<file path="config.mk">
export PLATFORM = sky130hd
export DESIGN_NAME = mdio_multi_phy_poll
export DESIGN_NICKNAME = d
export VERILOG_FILES = /design/src/rtl/mdio_pkg.sv /design/src/rtl/mdio_multi_phy_poll_timer.sv /design/src/rtl/mdio_multi_phy_poll.sv
export SDC_FILE = /design/constraint.sdc
export NUM_CORES = 1
export LEC_CHECK = 0
export BUFFER_PORTS_ARGS = -buffer_cell sky130_fd_sc_hd__buf_4
export CAP_MARGIN = 20
export CORE_MARGIN = 8
export CORE_UTILIZATION = 45
export CTS_CLUSTER_SIZE = 12
export DETAILED_ROUTE_END_ITERATION = 10
export GPL_ROUTABILITY_DRIVEN = 0
export PLACE_DENSITY = 0.77
export SYNTH_ARGS = -nofsm -noshare
export SYNTH_HDL_FRONTEND = slang
export SYNTH_SLANG_ARGS = --single-unit
</file>
<file path="constraint.sdc">
create_clock -name clk -period 7.48 [get_ports clk]
set_clock_uncertainty 0.1 [all_clocks]
set_input_delay 0.374 -clock clk [delete_from_list [all_inputs] [get_ports clk]]
set_output_delay 0.374 -clock clk [all_outputs]
set_load 0.05 [all_outputs]
</file>
<file path="src/rtl/mdio_pkg.sv">
// Shared constants, FSM/op-kind encodings and PHYSR speed decode
// for the multi-PHY MDIO poller.
package mdio_pkg;

  localparam logic [4:0] REG_BMCR  = 5'h00;
  localparam logic [4:0] REG_BMSR  = 5'h01;
  localparam logic [4:0] REG_PHYSR = 5'h11;

  localparam logic [1:0] SPD_1000 = 2'b11;
  localparam logic [1:0] SPD_100  = 2'b10;
  localparam logic [1:0] SPD_10   = 2'b01;
  localparam logic [1:0] SPD_NONE = 2'b00;

  typedef enum logic [1:0] {
    ST_IDLE,
    ST_ISSUE,
    ST_WAIT,
    ST_EVAL
  } state_e;

  typedef enum logic [1:0] {
    OP_RST,
    OP_BMSR,
    OP_PHYSR
  } op_e;

  function automatic logic [1:0] physr_spd(input logic [1:0] f);
    unique case (f)
      2'b10:   return SPD_1000;
      2'b01:   return SPD_100;
      2'b00:   return SPD_10;
      default: return SPD_NONE;
    endcase
  endfunction

endpackage

</file>
<file path="src/rtl/mdio_multi_phy_poll_timer.sv">
// Free-running poll period counter; registered 1-cycle tick
// raised when the count reaches POLL_CYCLES-1.
module mdio_poll_timer #(
  parameter int unsigned POLL_CYCLES = 1_000_000
) (
  input  logic clk_i,
  input  logic rst_i,
  output logic tick_o
);

  localparam int W = $clog2(POLL_CYCLES);
  localparam logic [W-1:0] LAST = W'(POLL_CYCLES - 1);

  logic [W-1:0] cnt_q;
  logic         tick_q;

  always_ff @(posedge clk_i) begin
    if (rst_i) begin
      cnt_q  <= '0;
      tick_q <= 1'b0;
    end else begin
      tick_q <= (cnt_q == LAST);
      cnt_q  <= (cnt_q == LAST) ? '0 : cnt_q + 1'b1;
    end
  end

  assign tick_o = tick_q;

endmodule

</file>
<file path="src/rtl/mdio_multi_phy_poll.sv">
// MDIO management controller: per-PHY soft reset and periodic BMSR/PHYSR poll.
// Optional MDIO_LINK_IRQ_EN adds irq_clr/link_irq (sticky status-change flag).
module mdio_multi_phy_poll
  import mdio_pkg::*;
#(
  parameter int unsigned NUM_PHY        = 2,
  parameter logic [4:0]  PHY_ADDR_BASE  = 5'h00,
  parameter int unsigned POLL_CYCLES    = 1_000_000,
  parameter int unsigned TIMEOUT_CYCLES = 65_535,
  parameter logic [15:0] RST_WR_DATA    = 16'h9140
) (
  input  logic                   clk,
  input  logic                   rst,
  input  logic [NUM_PHY-1:0]     soft_rst_trig,
  input  logic                   op_done,
  input  logic [15:0]            op_rd_data,
  input  logic                   op_rd_ack,
  output logic                   op_exec,
  output logic                   op_rh_wl,
  output logic [4:0]             op_phy_addr,
  output logic [4:0]             op_addr,
  output logic [15:0]            op_wr_data,
  output logic [NUM_PHY-1:0]     link_up,
  output logic [2*NUM_PHY-1:0]   speed,
  output logic                   bus_err
`ifdef MDIO_LINK_IRQ_EN
  ,
  input  logic                   irq_clr,
  output logic                   link_irq
`endif
);

  localparam int IW = (NUM_PHY > 1) ? $clog2(NUM_PHY) : 1;
  localparam logic [IW-1:0] LAST = IW'(NUM_PHY - 1);
  localparam logic [31:0] TO_LAST = 32'(TIMEOUT_CYCLES - 1);

  state_e               state_q;
  op_e                  kind_q;
  logic [IW-1:0]        idx_q;
  logic [31:0]          to_cnt_q;
  logic                 ack_q;
  logic [15:0]          data_q;
  logic [NUM_PHY-1:0]   trig1_q, trig2_q;
  logic [NUM_PHY-1:0]   rst_pend_q, rst_pend_d, rst_clr;
  logic                 poll_pend_q, poll_pend_d;
  logic                 op_exec_q, op_rh_wl_q;
  logic [4:0]           op_phy_q, op_addr_q;
  logic [15:0]          op_wr_q;
  logic [NUM_PHY-1:0]   link_q;
  logic [2*NUM_PHY-1:0] spd_q;
  logic                 bus_err_q;

  logic          tick;
  logic [IW-1:0] rst_sel;
  logic          rst_any, in_eval, bmsr_ok, adv;
  logic          round_start, round_end;
  logic          st_wr, st_link;
  logic [1:0]    st_spd;
  logic          unused_bits;

  function automatic logic [4:0] phy_addr(input logic [IW-1:0] i);
    return PHY_ADDR_BASE + 5'(i);
  endfunction

  mdio_poll_timer #(
    .POLL_CYCLES(POLL_CYCLES)
  ) u_timer (
    .clk_i (clk),
    .rst_i (rst),
    .tick_o(tick)
  );

  always_comb begin
    rst_sel = '0;
    for (int i = NUM_PHY - 1; i >= 0; i--) begin
      if (rst_pend_q[i]) rst_sel = IW'(i);
    end
  end

  assign rst_any     = |rst_pend_q;
  assign in_eval     = (state_q == ST_EVAL);
  assign bmsr_ok     = !ack_q && data_q[5] && data_q[2];
  assign adv         = in_eval && ((kind_q == OP_PHYSR) ||
                                   (kind_q == OP_BMSR && !bmsr_ok));
  assign round_start = (state_q == ST_IDLE) && !rst_any &&
                       (poll_pend_q || tick);
  assign round_end   = adv && (idx_q == LAST);
  assign unused_bits = ^{data_q[13:6], data_q[4:3], data_q[1:0]};

  always_comb begin
    rst_clr = '0;
    if (in_eval && kind_q == OP_RST) rst_clr[idx_q] = 1'b1;
  end

  // An edge arriving together with the clear keeps the request pending.
  assign rst_pend_d  = (rst_pend_q & ~rst_clr) | (trig1_q & ~trig2_q);
  assign poll_pend_d = (poll_pend_q & ~round_end) | (tick & ~round_start);

  always_comb begin
    st_wr   = 1'b0;
    st_link = 1'b0;
    st_spd  = SPD_NONE;
    if (in_eval) begin
      unique case (kind_q)
        OP_RST:  st_wr = 1'b1;
        OP_BMSR: st_wr = !bmsr_ok;
        OP_PHYSR: begin
          st_wr   = 1'b1;
          st_link = !ack_q;
          st_spd  = ack_q ? SPD_NONE : physr_spd(data_q[15:14]);
        end
        default: st_wr = 1'b0;
      endcase
    end
  end

  always_ff @(posedge clk) begin
    if (rst) begin
      state_q     <= ST_IDLE;
      kind_q      <= OP_BMSR;
      idx_q       <= '0;
      to_cnt_q    <= '0;
      ack_q       <= 1'b1;
      data_q      <= '0;
      trig1_q     <= '0;
      trig2_q     <= '0;
      rst_pend_q  <= '0;
      poll_pend_q <= 1'b0;
      op_exec_q   <= 1'b0;
      op_rh_wl_q  <= 1'b0;
      op_phy_q    <= '0;
      op_addr_q   <= '0;
      op_wr_q     <= '0;
      link_q      <= '0;
      spd_q       <= '0;
      bus_err_q   <= 1'b0;
    end else begin
      trig1_q     <= soft_rst_trig;
      trig2_q     <= trig1_q;
      rst_pend_q  <= rst_pend_d;
      poll_pend_q <= poll_pend_d;
      op_exec_q   <= 1'b0;
      if (st_wr) begin
        link_q[idx_q]               <= st_link;
        spd_q[{idx_q, 1'b0} +: 2]   <= st_spd;
      end
      unique case (state_q)
        ST_IDLE: begin
          if (rst_any) begin
            state_q    <= ST_ISSUE;
            op_exec_q  <= 1'b1;
            kind_q     <= OP_RST;
            idx_q      <= rst_sel;
            op_rh_wl_q <= 1'b0;
            op_phy_q   <= phy_addr(rst_sel);
            op_addr_q  <= REG_BMCR;
            op_wr_q    <= RST_WR_DATA;
          end else if (round_start) begin
            state_q    <= ST_ISSUE;
            op_exec_q  <= 1'b1;
            kind_q     <= OP_BMSR;
            idx_q      <= '0;
            op_rh_wl_q <= 1'b1;
            op_phy_q   <= phy_addr('0);
            op_addr_q  <= REG_BMSR;
            op_wr_q    <= '0;
          end
        end
        ST_ISSUE: begin
          state_q  <= ST_WAIT;
          to_cnt_q <= '0;
        end
        ST_WAIT: begin
          if (op_done) begin
            state_q <= ST_EVAL;
            ack_q   <= op_rd_ack;
            data_q  <= op_rd_data;
          end else if (to_cnt_q == TO_LAST) begin
            state_q   <= ST_EVAL;
            ack_q     <= 1'b1;
            bus_err_q <= 1'b1;
          end else begin
            to_cnt_q <= to_cnt_q + 1'b1;
          end
        end
        ST_EVAL: begin
          if (kind_q == OP_BMSR && bmsr_ok) begin
            state_q   <= ST_ISSUE;
            op_exec_q <= 1'b1;
            kind_q    <= OP_PHYSR;
            op_addr_q <= REG_PHYSR;
          end else if (adv && idx_q != LAST) begin
            state_q   <= ST_ISSUE;
            op_exec_q <= 1'b1;
            kind_q    <= OP_BMSR;
            idx_q     <= idx_q + 1'b1;
            op_phy_q  <= phy_addr(idx_q + 1'b1);
            op_addr_q <= REG_BMSR;
          end else begin
            state_q <= ST_IDLE;
          end
        end
        default: state_q <= ST_IDLE;
      endcase
    end
  end

  assign op_exec     = op_exec_q;
  assign op_rh_wl    = op_rh_wl_q;
  assign op_phy_addr = op_phy_q;
  assign op_addr     = op_addr_q;
  assign op_wr_data  = op_wr_q;
  assign link_up     = link_q;
  assign speed       = spd_q;
  assign bus_err     = bus_err_q;

`ifdef MDIO_LINK_IRQ_EN
  logic [NUM_PHY-1:0]   link_prev_q;
  logic [2*NUM_PHY-1:0] spd_prev_q;
  logic                 irq_q;
  logic                 chg;

  assign chg = (link_prev_q != link_q) || (spd_prev_q != spd_q);

  always_ff @(posedge clk) begin
    if (rst) begin
      link_prev_q <= '0;
      spd_prev_q  <= '0;
      irq_q       <= 1'b0;
    end else begin
      link_prev_q <= link_q;
      spd_prev_q  <= spd_q;
      irq_q       <= chg | (irq_q & ~irq_clr);
    end
  end

  assign link_irq = irq_q;
`endif

endmodule

</file>
==> results.cfg <==
[yosys]
synth_edf_count = 0
syn_area_um2 = 4040
yosysMostFrequentCell = dfxtp_1
synth_area_leaders = dfxtp_1 (40%), buf_4 (4.5%), nor2_1 (4.4%), nand3_1 (4.0%), ha_1 (3.4%)
ys_warn_count = 0
synth_flop_cell = dfxtp_1
netlist.area_leader.share_pct = 40.1
postSynthCellCount = 476
synth_seq_area_share_pct = 40.1
async_reset_ff_share_pct = 0
syn_avg_cell_area_um2 = 8.49
synthTopCellsByCount = dfxtp_1 (81), nor2_1 (47), nand2_1 (35)
synth_seq_cells = 81
yosysTopAreaCell = dfxtp_1
synth.distinct_cells = 54

[critical_path]
crit-reg2reg-launch = state_q[0]$_SDFFE_PP0P_
cp_slowest_cell = or4_1
crit_end = to_cnt_q[25]$_SDFFE_PP0P_
cp_max_fo = 13
crit_required_ps = 7670
start_kind = register
max_stage_delay_ps = 600
path_cells = inv_1, ha_1, and4b_1, nor4b_1, nand4_1, or4_1, a21oi_1
cp-startpoint = state_q[0]$_SDFFE_PP0P_
arrival_ps = 3420
crit_family = simple AND/OR/NAND/NOR gates
path_depth = 7
worstSetupPathType = reg -> reg
rr_endpoint = to_cnt_q[25]$_SDFFE_PP0P_
critical_path_buf_inv_count = 1
end_kind = register
rrSetupSlack_ps = 4250
ff2ff_path_depth = 7

[drt]
drt-initial-drc-count = 155
dr.pass1.iters = 4
drc = 0
drtAntennaViolNets = 0
viasPerCell = 5.59
wl_per_cell_um = 14.1
routed-via-count = 3344
drt_wl_total_mm = 8.40

[timing]
fin_crit_ps = 3230
finalHoldViolCount = 0
max_freq_mhz = 309
tightest_slew_ps = 899
rsz0062_at_grt = no
holdWs_ps = 125
setup_violations = 0
min_period_over_period_pct = 43.2
drv_slew = 0
slew_headroom_pct = 39.5
fin_tns_setup_ps = 0

[clock_tree]
cts_buffer_depth = 2
clock_latency_ps = 350
numCtsBuffers = 9
path_clk_slew_ps = 80
cts_resized = 0
cts_tree = done
cts_sinks = 81
post_cts_buffers = 0
clockRootBuffer = clkbuf_8
h-tree-depth = 3
hold_buffers = 0

[die]
num_rows = 34
dieArea_um2 = 12300
die_x_um = 111
num_io_pins = 57
core_um2 = 8720
start_util_pct = 46.3
die_y_um = 111

[global_route]
grt_usage_pct = 13.2
busiest_layer = met2
antenna_found_initial = 0
grt_max_degree = 54
grt_pass1_wl_mm = 14.3
use_met2_pct = 21.6
grt_pass1_vias = 3139
overflow = 0
use_met3_pct = 4.92
met1_usage_pct = 16.1

[layout]
final_core_util_pct = 50.1
stdcell_count = 598
area_delta_synth_final_pct = 8.24
nets = 518
antenna_cells = 0
drive_above_1_share_pct = 11.0

[placement]
place_inst = 582
io_buffers = 25
hpwl_mm = 5.81

[worst_hold_path]
hp-class = in -> reg

[run_status]
status = complete, no violations

[power_and_ir_drop]
p_leak_nw = 1.60
ir_drop_uv = 142
power_density_nw_per_um2 = 240

[flow_run]
max_cap_violations = 0
[report_power, final]
part | switching (mW) | total (mW) | internal (mW)
registers | 0.0250 | 0.478 | 0.453
clock network | 0.163 | 0.329 | 0.166
logic | 0.167 | 0.243 | 0.0757
total | 0.355 | 1.05 | 0.694
[sequential cells by signal, summed over array words and instances, names as in the netlist, 2 cells and up]
signal         flops
speed              4
rst_pend_q         2
to_cnt_q          32
data_q             4
link_up            2
trig1_q            2
u_timer.cnt_q     20
kind_q             2
state_q            2
trig2_q            2
[per-stage QoR]
step | area, um^2 | total power, mW | setup WS (ps)
after floorplan | 4110 | 0.689 | 5000
after detailed placement | 4170 | 0.730 | 4290
after CTS | 4370 | 1.06 | 4230
after global placement | 4170 | 0.722 | 4400
final | 4370 | 1.05 | 4250
after global routing | 4370 | 1.10 | 3960
[metal layers]
layer,routed length [um],vias to the layer above
li1,-,1677
met1,3930,1594
met2,4030,67
met3,380,6
met4,61,0
met5,0,-
[worst register-to-register path: stages, from the launching register on]
cell	delay, ps
dfxtp_1	340
inv_1	140
ha_1	430
and4b_1	370
nor4b_1	480
nand4_1	560
or4_1	600
a21oi_1	150
[worst min path at each step]
stage	cells past startpoint	start	slack [ps]	to
6_report	2	soft_rst_trig[1]	120	trig1_q[1]$_SDFF_PP0_
5_1_grt	2	soft_rst_trig[1]	140	trig1_q[1]$_SDFF_PP0_
4_1_cts	2	soft_rst_trig[1]	120	trig1_q[1]$_SDFF_PP0_
3_5_place_dp	1	to_cnt_q[14]$_SDFFE_PP0P_	340	to_cnt_q[14]$_SDFFE_PP0P_
3_3_place_gp	2	op_rh_wl$_SDFFE_PP0P_	330	op_rh_wl$_SDFFE_PP0P_
2_1_floorplan	1	to_cnt_q[14]$_SDFFE_PP0P_	320	to_cnt_q[14]$_SDFFE_PP0P_
[cell families after synthesis]
group / after synthesis / share of synthesized area, %
other cells: 1 / 0.0928
buf+inv: 61 / 8.36
simple gates: 210 / 28.1
xor+xnor: 21 / 4.55
flops: 81 / 40.1
fa+ha+maj: 11 / 3.41
mux: 9 / 2.23
compound gates: 82 / 13.1
[layout by cell type, fill, tap and decap left out, drive strengths merged, types with 2 or more instances in the layout]
master / count
or4b: 3
nor2: 47
nand3: 32
or4: 14
and3: 5
mux2i: 9
dfxtp: 81
xnor2: 9
or2: 5
nand2b: 8
clkinvlp: 2
and4: 5
nor3b: 2
or3: 9
o31ai: 9
o211ai: 12
o22ai: 3
nor3: 8
buf: 27
conb: 19
ha: 11
xor2: 12
inv: 16
a21oi: 24
nor2b: 8
o41ai: 6
nor4: 9
nand3b: 3
clkbuf: 11
o21ai: 15
nand2: 35
nand4: 12
a22oi: 3
[final cells by class]
class,count,area (um^2)
Tap cell,108,135
Sequential cell,81,1620
Clock buffer,11,141
Inverter,14,52.6
Clock inverter,5,62.6
Fill cell,821,4350
Timing Repair Buffer,27,203
Multi-Input combinational cell,352,2160
Note: power is estimated with default switching activity, not from simulation.
